===== src/rtl/bpf_stage2.sv =====
// ============================================================================
//  Module      : bpf_stage2
//  Description : Bad-packet filter drop controller. Pops one status byte per
//                packet, then forwards or drains the packet's data beats and
//                keeps saturating good/bad packet counters.
//  Revision    : 1.0 - initial release
// ============================================================================
`default_nettype none

module bpf_stage2 #(
    parameter int DATA_WIDTH = 512
) (
    input  logic                    clk,
    input  logic                    reset,

    input  logic [7:0]              AXIS_PS_TDATA,
    input  logic                    AXIS_PS_TVALID,
    output logic                    AXIS_PS_TREADY,

    input  logic [DATA_WIDTH-1:0]   AXIS_RX_TDATA,
    input  logic [DATA_WIDTH/8-1:0] AXIS_RX_TKEEP,
    input  logic                    AXIS_RX_TLAST,
    input  logic                    AXIS_RX_TUSER,
    input  logic                    AXIS_RX_TVALID,
    output logic                    AXIS_RX_TREADY,

    output logic [DATA_WIDTH-1:0]   AXIS_TX_TDATA,
    output logic [DATA_WIDTH/8-1:0] AXIS_TX_TKEEP,
    output logic                    AXIS_TX_TLAST,
    output logic                    AXIS_TX_TUSER,
    output logic                    AXIS_TX_TVALID,
    input  logic                    AXIS_TX_TREADY,

    output logic [31:0]             good_packets,
    output logic [31:0]             bad_packets,
    output logic                    busy
);

    localparam logic [1:0]  S_WAIT_STATUS = 2'd0;
    localparam logic [1:0]  S_FORWARD     = 2'd1;
    localparam logic [1:0]  S_DROP        = 2'd2;
    localparam logic [31:0] CNT_MAX       = 32'hFFFF_FFFF;

    logic [1:0]  state;
    logic [1:0]  state_next;
    logic [31:0] good_cnt;
    logic [31:0] bad_cnt;
    logic        in_wait;
    logic        in_fwd;
    logic        in_drop;
    logic        good_done;
    logic        bad_done;
    logic        unused_bits;

    // Only bit 0 of the status byte matters; stage-1 TUSER is superseded by it.
    assign unused_bits = ^{AXIS_PS_TDATA[7:1], AXIS_RX_TUSER};

    assign in_wait   = (state == S_WAIT_STATUS);
    assign in_fwd    = (state == S_FORWARD);
    assign in_drop   = (state == S_DROP);
    assign good_done = in_fwd  && AXIS_RX_TVALID && AXIS_TX_TREADY && AXIS_RX_TLAST;
    assign bad_done  = in_drop && AXIS_RX_TVALID && AXIS_RX_TLAST;

    always_comb begin
        state_next = state;
        case (state)
            S_WAIT_STATUS: begin
                if (AXIS_PS_TVALID) begin
                    state_next = AXIS_PS_TDATA[0] ? S_DROP : S_FORWARD;
                end
            end
            S_FORWARD: begin
                if (good_done) begin
                    state_next = S_WAIT_STATUS;
                end
            end
            S_DROP: begin
                if (bad_done) begin
                    state_next = S_WAIT_STATUS;
                end
            end
            default: state_next = S_WAIT_STATUS;
        endcase
    end

    always_ff @(posedge clk) begin
        if (reset) begin
            state    <= S_WAIT_STATUS;
            good_cnt <= 32'd0;
            bad_cnt  <= 32'd0;
        end else begin
            state <= state_next;
            if (good_done && (good_cnt != CNT_MAX)) begin
                good_cnt <= good_cnt + 32'd1;
            end
            if (bad_done && (bad_cnt != CNT_MAX)) begin
                bad_cnt <= bad_cnt + 32'd1;
            end
        end
    end

    // Status ready is held high through reset so the upstream FIFO sees a clean idle.
    assign AXIS_PS_TREADY = reset || in_wait;
    assign AXIS_RX_TREADY = !reset && ((in_fwd && AXIS_TX_TREADY) || in_drop);

    assign AXIS_TX_TDATA  = AXIS_RX_TDATA;
    assign AXIS_TX_TKEEP  = AXIS_RX_TKEEP;
    assign AXIS_TX_TLAST  = AXIS_RX_TLAST;
    assign AXIS_TX_TUSER  = 1'b0;
    assign AXIS_TX_TVALID = !reset && in_fwd && AXIS_RX_TVALID;

    assign good_packets   = good_cnt;
    assign bad_packets    = bad_cnt;
    assign busy           = !reset && !in_wait;

endmodule

`default_nettype wire


===== config.mk =====
export PLATFORM = sky130hd
export DESIGN_NAME = bpf_stage2
export DESIGN_NICKNAME = d
export VERILOG_FILES = /design/src/rtl/bpf_stage2.sv
export SDC_FILE = /design/constraint.sdc
export NUM_CORES = 1
export LEC_CHECK = 0
export CORE_AREA = 2 2 475 477
export DETAILED_ROUTE_END_ITERATION = 6
export DIE_AREA = 0 0 477 479
export PLACE_DENSITY = 0.3
export RECOVER_POWER = 25
export SYNTH_ARGS = -nofsm -noshare
export SYNTH_HDL_FRONTEND = slang
export SYNTH_SLANG_ARGS = --single-unit

===== constraint.sdc =====
create_clock -name clk -period 4.9 [get_ports clk]
set_clock_uncertainty 0.1 [all_clocks]
set_input_delay 0.735 -clock clk [delete_from_list [all_inputs] [get_ports clk]]
set_output_delay 0.735 -clock clk [all_outputs]
set_load 0.1 [all_outputs]

==> results_dict.tcl <==
set metrics [dict create \
    status "finished, final reports clean" \
    dp_hpwl_mm 88.1 \
    finalNonFillerCells 3500 \
    fillerInstances 26700 \
    grtUsageMet2_pct 12.3 \
    slew_headroom_pct 25.5 \
    ir_worst_vdd_uv 157 \
    fp.dieW_microns 477 \
    cts_made_buffers 9 \
    drt-initial-drc-count 201 \
    start_util_pct 3.53 \
    syn_inst 1008 \
    cts_tree "yes" \
    setup_viol 0 \
    post_cts_resized 0 \
    critPathLaunchType "input port" \
    ys_types 54 \
    num_vias 4813 \
    ys_async_sr_fraction_pct 0 \
    synth_top_family_by_area "buffers and inverters" \
    worstHoldPathType "flop to flop" \
    yosysTopAreaCell "buf_4" \
    crit_family "buffers and inverters" \
    grt_start_max_net_pins 54 \
    core_area_sq_um 224000 \
    cts_buffer_depth 2 \
    syn_avg_cell_area_sq_um 7.84 \
    cts.reportedPaths.clkPinSlew_ns 0.06 \
    track_usage_pct 8.03 \
    rows 174 \
    port_buffers 75 \
    synth_edf_count 0 \
    synth_fa_ha_area_share_pct 0.317 \
    dp.cells 3482 \
    power_density_nw_per_um2 166 \
    path_max_fanout 4 \
    viasPerCell 1.38 \
    grt_pass1_vias 4716 \
    synth_top_area_share_pct 55.1 \
    yosysWarnings 0 \
    seqCellArea_sq_um 1320 \
    routedWlPerCell_microns 27.4 \
    fmax_ghz 0.302 \
    clkSinkCount 66 \
    crit_start "AXIS_RX_TVALID" \
    maxCapViolations 0 \
    cp_slowest_cell "nor4bb_2" \
    htree_levels 3 \
    top_usage_layer "met3" \
    area_delta_synth_final_pct 4.04 \
    period_needed_ns 3.31 \
    rsz0062_at_grt "no" \
    met3_usage_pct 13.4 \
    die_y_microns 479 \
    firstDrtPassIters 4 \
    crit_type "input port to output pin" \
    path_buf_inv 2 \
    worstMarginPinSlew_ns 1.11 \
    synth_compound_area_share_pct 8.30 \
    fin_setup_tns_ns 0 \
    ys_ff_latch 66 \
    gr-total-overflow 0 \
    cts_hold_buf 0 \
    yosysMostFrequentCell "buf_4" \
    yosys.area_share.xor_xnor_pct 0.554 \
    drc 0 \
    synth_area_sq_um 7900 \
    worstHoldStart "bad_packets[11]" \
    yosysSeqAreaShare_pct 16.7 \
    critical_path.endpoint_type "output pin" \
    synthTopCellsByCount "580 x buf_4, 66 x dfxtp_1, 51 x a21oi_1" \
    die-area_sq_um 228000 \
    wirelength_mm 95.9 \
    synthTopCellsByArea "buf_4 55%, dfxtp_1 17%, a21oi_1 3.2%, or3_1 2.2%, o31ai_1 1.8%" \
    worstPathCellList "clkdlybuf4s50_1 -> nor4bb_2 -> buf_4" \
    post_cts_buffers 0 \
    nNetsFinal 1094 \
    clockRootBuffer "clkbuf_16" \
    synthMuxAreaShare_pct 1.41 \
    ant_nets 0 \
    use_met1_pct 3.27 \
    grt_first_pass_wirelength_mm 107 \
    syn_nets 1601 \
    drive_gt1_share_pct 15.8 \
    reg2reg_setup_slack_ns 1.91 \
    finalWeightedCongestion 0.739 \
    antenna_found_initial 3 \
    timing.final.crit_share_pct 67.6 \
    required_ns 4.07 \
    p_leak_uw 0.00151 \
    cp.arrival_ns 2.48 \
    cp_slowest_stage_delay_ns 0.77 \
    rr_startpoint "good_packets[0]" \
    insertion_delay_ns 0.39 \
    report.final.slew_viol_count 0 \
    synth_ff_type "dfxtp_1" \
    hold_viol 0 \
    io_pins 1237 \
    multiInputGateArea_sq_um 2110 \
    synthSimpleGateAreaFrac_pct 16.0 \
]
-- cells by family after synthesis --
| family | Yosys count |
|---|---|
| adder cells (fa/ha/maj) | 2 |
| XOR/XNOR | 5 |
| multiplexers | 10 |
| flip-flops | 66 |
| buffers and inverters | 605 |
| AND/OR/NAND/NOR | 208 |
| AO/OA/AOI/OAI | 111 |
| other | 1 |
-- final cells by class --
| class | count | area share, % |
|---|---|---|
| timing repair buffer | 82 | 8.74 |
| multi-input combinational | 337 | 25.7 |
| inverter | 5 | 0.228 |
| clock inverter | 7 | 0.944 |
| clock buffer | 9 | 2.74 |
| antenna | 2 | 0.0609 |
| sequential | 66 | 16.1 |
| tap | 2992 | 45.5 |
-- through the flow --
stage	hold WS, ns	area [sq um]	utilization [%]	total power [uW]	worst slack [ns]
finish	0.409	8220	3.68	1360	1.59
global route	0.443	8220	3.67	1440	1.32
CTS	0.421	8220	3.67	1440	1.32
detailed placement	0.411	7910	3.54	626	1.31
global placement	0.401	7910	3.54	626	1.30
floorplan	0.430	7900	-	2810	0.234
-- flip-flops by register name, indices dropped and copies added, names as in the netlist --
name	cells
bad_packets	32
state	2
good_packets	32
-- power breakdown --
| group | leakage, uW | switching, uW | internal, uW |
|---|---|---|---|
| Sequential | 0.000532 | 3.66 | 537 |
| Combinational | 0.000831 | 52.6 | 14.5 |
| Clock | 0.000146 | 357 | 400 |
| Total | 0.00151 | 413 | 952 |
-- worst register-to-register path, delay by kind of cell (launching register included) --
family	cells	cell delay, ns
fa+ha+maj	1	0.35
buf+inv	2	0.41
flops	1	0.57
mux	1	0.31
simple gates	3	1.15
-- path summary, 6_finish.rpt --
| path | cells after the start | to |
|---|---|---|
| max | 3 | AXIS_TX_TVALID |
| min reg2reg | 2 | bad_packets[11] |
| max reg2reg | 7 | good_packets[0] |
| min | 2 | bad_packets[11] |
-- routing by layer --
layer | wire length (microns) | part of all wire (%)
met1 | 13900 | 14
met2 | 41600 | 43
met3 | 34100 | 36
met4 | 6120 | 6.4
met5 | 244 | 0.25
-- cells in the final DEF, fill, tap and decap left out, types with 7 or more instances in the layout --
master	synthesis	layout
nor2_1	26	26
o21ai_0	22	22
mux2_2	7	7
nand2_1	29	29
nand4_1	20	20
nor3_1	10	10
o21ai_1	8	8
a21oi_1	51	51
nor2b_1	9	9
o31ai_1	19	19
and4_1	10	10
nand3_1	22	22
clkbuf_16	0	9
buf_4	580	37
or4_1	19	19
or3_1	28	28
clkdlybuf4s50_1	0	43
dfxtp_1	66	66
Power figures use the tool's default switching activity.
